--- config.mk ---
export PLATFORM = sky130hd
export DESIGN_NAME = mouse_packet_tracker
export DESIGN_NICKNAME = d
export VERILOG_FILES = /design/src/rtl/mouse_pkg.sv /design/src/rtl/mouse_axis_update.sv /design/src/rtl/mouse_packet_tracker.sv
export SDC_FILE = /design/constraint.sdc
export NUM_CORES = 1
export LEC_CHECK = 0
export ABC_AREA = 1
export CAP_MARGIN = 0
export CORE_ASPECT_RATIO = 0.9
export CORE_MARGIN = 2
export CORE_UTILIZATION = 35
export DETAILED_ROUTE_END_ITERATION = 7
export SLEW_MARGIN = 20
export SYNTH_ARGS = -nofsm -noshare
export SYNTH_HDL_FRONTEND = slang
export SYNTH_HIERARCHICAL = 1
export SYNTH_SLANG_ARGS = --single-unit
--- constraint.sdc ---
create_clock -name CLK_100 -period 5.43 [get_ports CLK_100]
set_input_delay 1.086 -clock CLK_100 [delete_from_list [all_inputs] [get_ports CLK_100]]
set_output_delay 1.086 -clock CLK_100 [all_outputs]
set_load 0.02 [all_outputs]
--- src/rtl/mouse_pkg.sv ---
// Shared constants for the PS/2 mouse packet tracker: FSM encodings,
// packet bit positions, default limits and a magnitude helper.
package mouse_pkg;

  typedef logic [1:0] state_t;

  localparam state_t WAIT_B1 = 2'd0;
  localparam state_t WAIT_B2 = 2'd1;
  localparam state_t WAIT_B3 = 2'd2;
  localparam state_t UPDATE  = 2'd3;

  // Bit positions inside byte 1 of a standard 3-byte mouse packet
  localparam int SYNC_BIT   = 3;
  localparam int SIGN_X_BIT = 4;
  localparam int SIGN_Y_BIT = 5;
  localparam int OVF_X_BIT  = 6;
  localparam int OVF_Y_BIT  = 7;

  localparam logic [7:0] DEFAULT_MAX_X  = 8'd159;
  localparam logic [7:0] DEFAULT_MAX_Y  = 8'd119;
  localparam logic [7:0] DEFAULT_INIT_X = 8'd80;
  localparam logic [7:0] DEFAULT_INIT_Y = 8'd60;
  localparam int         DEFAULT_TIMEOUT_CYCLES = 2_000_000;

  // |delta| saturated to 8 bits; -256 maps to 255
  function automatic logic [7:0] sat_mag(input logic signed [9:0] delta);
    logic signed [9:0] abs_v;
    abs_v = (delta < 10'sd0) ? -delta : delta;
    sat_mag = (abs_v > 10'sd255) ? 8'd255 : abs_v[7:0];
  endfunction

endpackage

--- src/rtl/mouse_axis_update.sv ---
// One axis of the position update: builds the signed delta from the raw
// byte, sign and overflow bits, applies it (optionally inverted) to the
// current position and clamps to [0, max_pos]. Purely combinational.
module mouse_axis_update
  import mouse_pkg::*;
(
  input  logic [7:0] pos,
  input  logic [7:0] raw,
  input  logic       sign,
  input  logic       ovf,
  input  logic       invert,
  input  logic [7:0] max_pos,
  output logic [7:0] next_pos,
  output logic [7:0] mag
);

  logic signed [9:0] delta;
  logic signed [9:0] step;
  logic signed [9:0] sum;

  // Delta decode, position add and clamp
  always_comb begin
    if (ovf) begin
      delta = sign ? -10'sd256 : 10'sd255;
    end else begin
      delta = {sign, sign, raw};
    end
    // Y grows downwards on screen while the mouse reports up as positive
    step = invert ? -delta : delta;
    sum  = $signed({2'b00, pos}) + step;
    if (sum < 10'sd0) begin
      next_pos = 8'd0;
    end else if (sum > $signed({2'b00, max_pos})) begin
      next_pos = max_pos;
    end else begin
      next_pos = sum[7:0];
    end
    mag = sat_mag(delta);
  end

endmodule

--- src/rtl/mouse_packet_tracker.sv ---
// Assembles 3-byte PS/2 mouse packets, tracks a clamped absolute cursor
// position and reports accepted/discarded packets with one-cycle pulses.
module mouse_packet_tracker
  import mouse_pkg::*;
#(
  parameter logic [7:0] MAX_X          = DEFAULT_MAX_X,
  parameter logic [7:0] MAX_Y          = DEFAULT_MAX_Y,
  parameter logic [7:0] INIT_X         = DEFAULT_INIT_X,
  parameter logic [7:0] INIT_Y         = DEFAULT_INIT_Y,
  parameter int         TIMEOUT_CYCLES = DEFAULT_TIMEOUT_CYCLES
) (
  input  logic       CLK_100,
  input  logic       RESET,
  input  logic [7:0] BYTE_IN,
  input  logic       BYTE_READY,
  input  logic       BYTE_ERR,
  output logic [3:0] MOUSE_STATUS,
  output logic [7:0] MOUSE_X,
  output logic [7:0] MOUSE_Y,
  output logic [7:0] MOUSE_MOVE_X,
  output logic [7:0] MOUSE_MOVE_Y,
  output logic       SEND_INTERRUPT,
  output logic       PACKET_ERR
);

  localparam int              GAP_W     = $clog2(TIMEOUT_CYCLES + 1);
  localparam logic [GAP_W-1:0] GAP_LIMIT = GAP_W'(TIMEOUT_CYCLES);

  state_t           state_reg, state_next;
  logic [7:0]       byte1_reg, byte1_next;
  logic [7:0]       dx_raw_reg, dx_raw_next;
  logic [7:0]       dy_raw_reg, dy_raw_next;
  logic [GAP_W-1:0] gap_cnt_reg, gap_cnt_next;
  logic             err_now;
  logic             err_pend_reg;
  logic             send_int_reg;
  logic             pkt_err_reg;
  logic [3:0]       status_reg;
  logic [7:0]       pos_reg  [2];
  logic [7:0]       move_reg [2];
  logic [7:0]       next_pos_w [2];
  logic [7:0]       mag_w      [2];

  // Index 0 is X, index 1 is Y (inverted so that Y = 0 is the top row)
  genvar gi;
  generate
    for (gi = 0; gi < 2; gi++) begin : g_axis
      localparam int SIGN_BIT = (gi == 0) ? SIGN_X_BIT : SIGN_Y_BIT;
      localparam int OVF_BIT  = (gi == 0) ? OVF_X_BIT  : OVF_Y_BIT;
      mouse_axis_update u_axis (
        .pos      (pos_reg[gi]),
        .raw      ((gi == 0) ? dx_raw_reg : dy_raw_reg),
        .sign     (byte1_reg[SIGN_BIT]),
        .ovf      (byte1_reg[OVF_BIT]),
        .invert   ((gi == 0) ? 1'b0 : 1'b1),
        .max_pos  ((gi == 0) ? MAX_X : MAX_Y),
        .next_pos (next_pos_w[gi]),
        .mag      (mag_w[gi])
      );
    end
  endgenerate

  // Packet FSM next-state, byte latching and inter-byte gap counting
  always_comb begin
    state_next   = state_reg;
    byte1_next   = byte1_reg;
    dx_raw_next  = dx_raw_reg;
    dy_raw_next  = dy_raw_reg;
    gap_cnt_next = gap_cnt_reg;
    err_now      = 1'b0;
    case (state_reg)
      WAIT_B2, WAIT_B3: begin
        if (BYTE_ERR) begin
          err_now      = 1'b1;
          state_next   = WAIT_B1;
          gap_cnt_next = '0;
        end else if (gap_cnt_reg >= GAP_LIMIT) begin
          err_now      = 1'b1;
          state_next   = WAIT_B1;
          gap_cnt_next = '0;
        end else if (BYTE_READY) begin
          gap_cnt_next = '0;
          if (state_reg == WAIT_B2) begin
            dx_raw_next = BYTE_IN;
            state_next  = WAIT_B3;
          end else begin
            dy_raw_next = BYTE_IN;
            state_next  = UPDATE;
          end
        end else begin
          gap_cnt_next = gap_cnt_reg + GAP_W'(1);
        end
      end
      default: begin
        // WAIT_B1 and UPDATE both treat an incoming byte as byte 1
        state_next   = WAIT_B1;
        gap_cnt_next = '0;
        if (BYTE_ERR) begin
          err_now = 1'b1;
        end else if (BYTE_READY) begin
          if (BYTE_IN[SYNC_BIT]) begin
            byte1_next = BYTE_IN;
            state_next = WAIT_B2;
          end else begin
            err_now = 1'b1;
          end
        end
      end
    endcase
  end

  // Control state; an error raised while in UPDATE is delayed one cycle so
  // it never overlaps the interrupt pulse issued on leaving UPDATE
  always_ff @(posedge CLK_100) begin
    if (RESET) begin
      state_reg    <= WAIT_B1;
      byte1_reg    <= 8'd0;
      dx_raw_reg   <= 8'd0;
      dy_raw_reg   <= 8'd0;
      gap_cnt_reg  <= '0;
      err_pend_reg <= 1'b0;
      send_int_reg <= 1'b0;
      pkt_err_reg  <= 1'b0;
    end else begin
      state_reg    <= state_next;
      byte1_reg    <= byte1_next;
      dx_raw_reg   <= dx_raw_next;
      dy_raw_reg   <= dy_raw_next;
      gap_cnt_reg  <= gap_cnt_next;
      err_pend_reg <= err_now && (state_reg == UPDATE);
      send_int_reg <= (state_reg == UPDATE);
      pkt_err_reg  <= (err_now && (state_reg != UPDATE)) || err_pend_reg;
    end
  end

  // Visible packet results change only on the edge leaving UPDATE
  always_ff @(posedge CLK_100) begin
    if (RESET) begin
      status_reg  <= 4'h0;
      pos_reg[0]  <= INIT_X;
      pos_reg[1]  <= INIT_Y;
      move_reg[0] <= 8'd0;
      move_reg[1] <= 8'd0;
    end else if (state_reg == UPDATE) begin
      status_reg  <= byte1_reg[3:0];
      pos_reg[0]  <= next_pos_w[0];
      pos_reg[1]  <= next_pos_w[1];
      move_reg[0] <= mag_w[0];
      move_reg[1] <= mag_w[1];
    end
  end

  assign MOUSE_STATUS   = status_reg;
  assign MOUSE_X        = pos_reg[0];
  assign MOUSE_Y        = pos_reg[1];
  assign MOUSE_MOVE_X   = move_reg[0];
  assign MOUSE_MOVE_Y   = move_reg[1];
  assign SEND_INTERRUPT = send_int_reg;
  assign PACKET_ERR     = pkt_err_reg;

endmodule

==> results.md, run 1 <==
* Critical path startpoint: byte1_reg[5]$_SDFFE_PP0P_
* Slew Limit Fails at 0
* GRT Total Usage at 15.76%
* # diodes at 0
* Initial antenna violation count at 0
* EDFF count, synth at 32
* CP peak stage delay at 0.53 ns
* Clock transition at the registers of the reported paths at 0.07 ns
* Mapped Area at 0.006186 mm^2
* VDD IR max at 179.8 uV
* Largest register FFs at 21
* Vias at 5537
* Clock root cell: clkbuf_16
* H-tree levels at 3
* Synthesized flop and latch total at 86
* Cts hold-fix bufs at 0
* Core footprint at 0.01744 mm^2
* Status: finished clean
* Sequential fraction of the synthesis area at 33.01%
* Tmin final at 4.426 ns
* Clock power frac at 33.8%
* Area occupied by multi-input gates at 0.003620 mm^2
* Met2 usage at between 20% and 30%
* Logic gate share of total power at ~31%
* Multiplexer area fraction after synthesis at 0%
* GRT met1 Usage at 22.82%
* Post-synth top area cell: dfxtp_1
* Flip-flop and latch area at 0.002042 mm^2
* Hold Fails Final Rpt at 0
* Worst reg2reg path depth at 27
* Post-Synth Simple-Gate Area at between 30% and 40%
* Most common flop cell mapped by yosys: dfxtp_1
* Die X-Extent at about 140 um
* GPL Wtd Cong at about 0.86
* Final WL at 14140 um
* # setup viols final at 0
* Count leader, synth: nand2_1
* GR peak layer: met2
* Int Power at 1.292 mW
* Layout cells sized above 1 at roughly 7.5%
* PwrDens at 264.5 mW/mm^2
* Leakage at about 3.4 nW
* Iteration-0 DRC Markers at approximately 380
* Largest family of logic cells by synthesized area: simple AND/OR/NAND/NOR gates
* Pre-CTS setup slack at 1.042 ns
* IO buf count at 49
* Longest Clk Path Bufs at 2
* Die height at 130.1 um
* Number of global-route vias before repair at 4980
* First-pass GRT wire length at between 20000 and 25000 um
* Worst-path maximum fanout at 10
* Clock Sinks at 86
* Final net count at approximately 1100
* RSZ-0062 raised after global routing: false
* Worst r2r src: byte1_reg[5]$_SDFFE_PP0P_
* Routed vias/inst at 4.398
* Initial core utilization at 35.47%
* Largest net degree at the start of global routing at 34
* Worst Setup Slack, final at about 1 ns
* Number of unique standard cell types used by synthesis at 38
* Number of fill cells at between 1500 and 2000
* Fin Clk Skew at 0.008106 ns
* Worst Hold Class: register to register
* Seq pwr share at 35.2%
* Sw Share at 34.20%
* Arrival @ worst endpoint at 4.52 ns
* Sw Pwr at 0.6713 mW
* Synth top cells by count: nand2_1 (241), inv_1 (152), nor2_1 (121)
* Area growth, synth to finish at 19.98%
* CP dominant cell by count: nand2_1
* Worst-skew pair later-pin latency at between 0.3 and 0.4 ns
* Avg Cell Area, Syn at about 6.7 um^2
* DR WL/cell at 11.23 um
* Antenna-violating nets left at 0
* Post-synthesis compound-gate area fraction at 8.455%
* Slowest CP cell: dfxtp_1
* Post-Synth Adder-Cell Area at 9.547%
* Crit end category: register
* Kind of critical path: register to register
* Setup TNS at 0 ns
* Relative slew margins at just over 40%
* Post-route clock period utilization at between 80% and 90%
* Async set-or-reset flop fraction in the synthesized netlist at 0%
* Max Cap Viol at 0
* GR Overflow Total at 0
* Worst-margin pin slew at 0.8821 ns
* Fmax at about 0.23 GHz
* CTS tree: built
* Residual DRC at 0
* Global Route met3 Usage at 3.266%
* Top Ports at 50
* Startpoint types: register
* Yosys top cell area share at 17.48%
* Ranking of synthesized cells by area: dfxtp_1 (17%), edfxtp_1 (16%), nand2_1 (15%)
* Setup Buffers After CTS at 0
* FF-to-FF End: pos_reg[0][13]$_SDFFCE_PN1P_
* TritonRoute pass-1 iters at 4
* Rows at 46
* Die ar. at 0.01875 mm^2
* Synth Area in XOR/XNOR at roughly 2.4%
* Num CTS Buffers at 9
* Post-DP HPWL at 10740 um
* Required time of the critical path at ~5.5 ns
* Post-CTS resize count at 0
* Critical Path End: pos_reg[0][13]$_SDFFCE_PN1P_
* Synthesis Warnings at 6
* Cells after Synth at 919
* Worst reg2reg setup slack at 1.00 ns
## kinds of logic after synthesis
kind of cell / count (synthesis)
AND/OR/NAND/NOR: 494
buffers and inverters: 178
AO/OA/AOI/OAI: 96
flip-flops: 86
adder cells (fa/ha/maj): 46
XOR/XNOR: 17
other: 2
## area by class of cell
class	count	share of cell area (%)
tap	240	4.046
clock inverter	2	0.2360
multi-input combinational	699	48.77
inverter	166	8.395
timing repair buffer	52	6.912
sequential	86	27.51
clock buffer	14	4.130
## metrics by stage
step | instances | util (%) | hold WS [ns] | cell area [um^2] | power [mW]
finish | 1259 | 42.56 | 0.4544 | 7422 | 1.963
global route | 1259 | 42.56 | 0.4785 | 7422 | 2.101
CTS | 1259 | 42.56 | 0.4589 | 7422 | 1.982
detailed placement | 1243 | 40.70 | 0.4409 | 7098 | 1.306
global placement | 1243 | 40.70 | 0.4446 | 7098 | 1.302
floorplan | 963 | - | 0.4056 | 6351 | 1.171
## worst min path at each step
stage                              startpoint                           end  slack, ns  cells after the start
floorplan             err_pend_reg$_SDFF_PP0_         PACKET_ERR$_SDFF_PP0_       0.41                      2
global placement    byte1_reg[3]$_SDFFE_PP0P_     byte1_reg[3]$_SDFFE_PP0P_       0.44                      2
detailed placement  byte1_reg[1]$_SDFFE_PP0P_  MOUSE_STATUS[1]$_SDFFE_PP0P_       0.44                      2
CTS                 byte1_reg[1]$_SDFFE_PP0P_  MOUSE_STATUS[1]$_SDFFE_PP0P_       0.46                      2
global route        byte1_reg[1]$_SDFFE_PP0P_  MOUSE_STATUS[1]$_SDFFE_PP0P_       0.48                      2
finish              byte1_reg[1]$_SDFFE_PP0P_  MOUSE_STATUS[1]$_SDFFE_PP0P_       0.45                      2
## per-layer routing
layer | vias to the layer above | wire, um
met5 | - | 0
met2 | 104 | 5804
li1 | 3033 | -
met1 | 2391 | 7650
met4 | 0 | 143
met3 | 9 | 546
## cell usage in the layout (no fill, tap or decap), types with 4 or more instances in the layout
master / netlist / routed
ha_1: 44 / 44
inv_2: 14 / 14
o211ai_1: 6 / 6
nor2_1: 121 / 121
o21ai_0: 38 / 38
clkdlybuf4s50_1: 0 / 49
dfxtp_1: 54 / 54
conb_1: 2 / 46
edfxtp_1: 32 / 32
xor2_1: 13 / 13
or2_2: 11 / 11
nand2_1: 241 / 241
inv_1: 152 / 152
nor2_2: 7 / 7
a21oi_1: 39 / 39
o21ai_1: 4 / 4
nand4_1: 14 / 14
clkbuf_16: 0 / 11
nand3_1: 70 / 70
xnor2_1: 4 / 4
o21ai_2: 4 / 4
nand2_2: 9 / 9
## critical path: cells and delay by family, from the launching register on
kind	cells	cell delay [ns]
compound gates	4	0.67
xor+xnor	1	0.15
fa+ha+maj	3	0.76
buf+inv	3	0.31
flops	1	0.53
simple gates	16	1.72
## power groups by stage
stage | clock, mW | combinational, mW | sequential (mW)
detailed placement | 0 | 0.601 | 0.705
floorplan | 0 | 0.459 | 0.712
global placement | 0 | 0.597 | 0.705
global route | 0.704 | 0.705 | 0.692
CTS | 0.687 | 0.605 | 0.691
finish | 0.664 | 0.609 | 0.690
No activity file was read; power rests on OpenSTA's default activity.
==> inputs of run 2 (changes only) <==
==> constraint.sdc (replaced) <==
create_clock -name CLK_100 -period 4.4 [get_ports CLK_100]
set_input_delay 0.88 -clock CLK_100 [delete_from_list [all_inputs] [get_ports CLK_100]]
set_output_delay 0.88 -clock CLK_100 [all_outputs]
set_load 0.02 [all_outputs]
==> run 2 against run 1 <==
Flip-flop and latch count is the same. Cell count grew 0.24%. Clock power grew 6.5%. Largest cell class unchanged. Critical endpoint unchanged. Clock skew grew 0.00075 ns. Sequential power grew 23%. Critical path type unchanged.
==> results.md, run 2 (synthesized netlist as in run 1, its figures left out) <==
* GRT Total Usage at 16.23% (+0.47 points)
* Largest register FFs at 21 (unchanged)
* Number of global-route vias before repair at 5034 (+1.1%)
* DR WL/cell at 11.34 um (+0.96%)
* Residual DRC at 0 (unchanged)
* Post-CTS resize count at 0 (unchanged)
* Num CTS Buffers at 9 (unchanged)
* Die X-Extent at 144.1 um (unchanged)
* Setup TNS at 0 ns (unchanged)
* Relative slew margins at 31.19% (-9.9 points)
* Area growth, synth to finish at 19.48%
* Die ar. at 0.01875 mm^2 (unchanged)
* Worst-margin pin slew at 1.031 ns (+0.1489 ns)
* Fin cells at 1262 (+0.24%)
* Setup Buffers After CTS at 0 (unchanged)
* Status: finished clean
* Worst-skew pair later-pin latency at 0.35 ns (about the same)
* Final net count at 1075 (+0.28%)
* Slew Limit Fails at 0 (unchanged)
* VDD IR max at 189.6 uV (+5.5%)
* Placed Area at 0.007121 mm^2 (+0.32%)
* Required time of the critical path at 4.50 ns (-1.02 ns)
* TritonRoute pass-1 iters at 4 (unchanged)
* Final core occ at 42.38% (-0.18 points)
* Clock transition at the registers of the reported paths at 0.06 ns (about the same)
* GR peak layer: met1
* Rows at 46 (unchanged)
* Worst reg2reg path depth at 26 (-3.7%)
* Post-route clock period utilization at 88.93% (+7.4 points)
* H-tree levels at 3 (unchanged)
* # setup viols final at 0 (unchanged)
* GPL Wtd Cong at 0.8535 (-0.43%)
* Final WL at 14310 um (+1.2%)
* Worst reg2reg setup slack at 0.49 ns (-0.52 ns)
* Fin area at 0.007391 mm^2 (-0.42%)
* GR Overflow Total at 0 (unchanged)
* CP dominant cell by count: nand2_1
* Startpoint types: register
* Worst-path maximum fanout at 10 (unchanged)
* Placed cells at 1246 (+0.24%)
* Critical path startpoint: byte1_reg[5]$_SDFFE_PP0P_
* Initial antenna violation count at 0 (unchanged)
* # diodes at 0 (unchanged)
* Clock Sinks at 86 (unchanged)
* Most common cell after layout, fill and taps aside: nand2_1
* Die height at 130.1 um (unchanged)
* Antenna-violating nets left at 0 (unchanged)
* GRT met1 Usage at 24.24% (+1.4 points)
* Clock root cell: clkbuf_16
* Routed vias/inst at 4.410 (+0.28%)
* Post-DP HPWL at 10670 um (-0.70%)
* First-pass GRT wire length at 24210 um (+3.1%)
* Kind of critical path: register to register
* Critical Path End: pos_reg[0][13]$_SDFFCE_PN1P_
* Tmin final at 3.913 ns (-0.5131 ns)
* Layout cells sized above 1 at 7.828% (+0.37 points)
* IO buf count at 49 (unchanged)
* Fmax at 0.2556 GHz (+13%)
* Global Route met3 Usage at 3.303% (+0.037 points)
* CTS tree: built
* Largest net degree at the start of global routing at 34 (unchanged)
* Core footprint at 0.01744 mm^2 (unchanged)
* Commonest cells after routing, fill and taps aside: nand2_1 (239), inv_1 (152), nor2_1 (121)
* PwrDens at 313.7 mW/mm^2 (+19%)
* Leakage at 3.432 nW (-0.33%)
* Met2 usage at 23.39% (-0.70 points)
* Hold Fails Final Rpt at 0 (unchanged)
* Iteration-0 DRC Markers at 293 (-22%)
* Vias at 5566 (+0.52%)
* Worst r2r src: byte1_reg[5]$_SDFFE_PP0P_
* Top Ports at 50 (unchanged)
* Fin Clk Skew at 0.008858 ns (+0.0007522 ns)
* CP peak stage delay at 0.37 ns (-0.16 ns)
* Initial core utilization at 35.47% (unchanged)
* FF-to-FF End: pos_reg[0][13]$_SDFFCE_PN1P_
* Arrival @ worst endpoint at 4.01 ns (-0.51 ns)
* Slowest CP cell: dfxtp_1
* Longest Clk Path Bufs at 2 (unchanged)
* Max Cap Viol at 0 (unchanged)
* Cts hold-fix bufs at 0 (unchanged)
* Crit end category: register
* Worst Hold Class: register to register
* Hold path cells at 2 (unchanged)
-- run 2: cell types whose count changed in the layout (fill, tap and decap cells not counted), moves of 2 or more --
cell       previous run  this run
nand2_1             241       239
buf_4                 3         6
clkbuf_1              1         3
clkinv_2              0         2
clkbuf_8              2         0
clkbuf_16            11         9
nand2_2               9        11
inv_4                 0         2
-- run 2: power breakdown --
group | leakage [nW] | internal, mW | total (mW) | switching [mW]
combinational | 2.56 | 0.273 | 0.761 | 0.488
clock | 0.131 | 0.383 | 0.707 | 0.324
sequential | 0.746 | 0.839 | 0.850 | 0.0110
-- run 2: worst min path at each step --
stage | endpoint | startpoint
3_3_place_gp | byte1_reg[3]$_SDFFE_PP0P_ | byte1_reg[3]$_SDFFE_PP0P_
5_1_grt | MOUSE_STATUS[1]$_SDFFE_PP0P_ | byte1_reg[1]$_SDFFE_PP0P_
3_5_place_dp | PACKET_ERR$_SDFF_PP0_ | err_pend_reg$_SDFF_PP0_
2_1_floorplan | PACKET_ERR$_SDFF_PP0_ | err_pend_reg$_SDFF_PP0_
6_report | MOUSE_STATUS[1]$_SDFFE_PP0P_ | byte1_reg[1]$_SDFFE_PP0P_
4_1_cts | MOUSE_STATUS[1]$_SDFFE_PP0P_ | byte1_reg[1]$_SDFFE_PP0P_
-- run 2: final cells by class --
cell class	instances	area [um^2]
fillers	1827	10050
multi-input cells	699	3625
flip-flops and latches	86	2043
inverters	166	625.6
repair buffers	55	535.5
well taps	240	300.3
clock buffers	12	236.5
clock inverters	4	25.02
-- run 2: metal layers --
metal	wire length, um	vias to the layer above
li1	-	3044
met1	7819	2430
met2	5761	75
met3	472	17
met4	261	0
met5	0	-
-- run 2: worst max-delay path, delay by kind of cell, from the launching register on --
| kind | cells | cell delay [ns] |
|---|---|---|
| AOI/OAI and AO/OA | 3 | 0.34 |
| adders and majority gates | 3 | 0.83 |
| buffers and inverters | 4 | 0.30 |
| DFF | 1 | 0.37 |
| and+or+nand+nor | 16 | 1.81 |
-- run 2: through the flow --
step                      setup slack (ns)  power (mW)  hold slack, ns
after floorplan                     0.5211       1.445          0.4056
after global routing             -0.003516       2.496          0.4666
after detailed placement            0.2245       1.612          0.4372
final                               0.4873       2.319          0.4544
after global placement              0.3742       1.607          0.4446
after CTS                           0.2251       2.334          0.4594
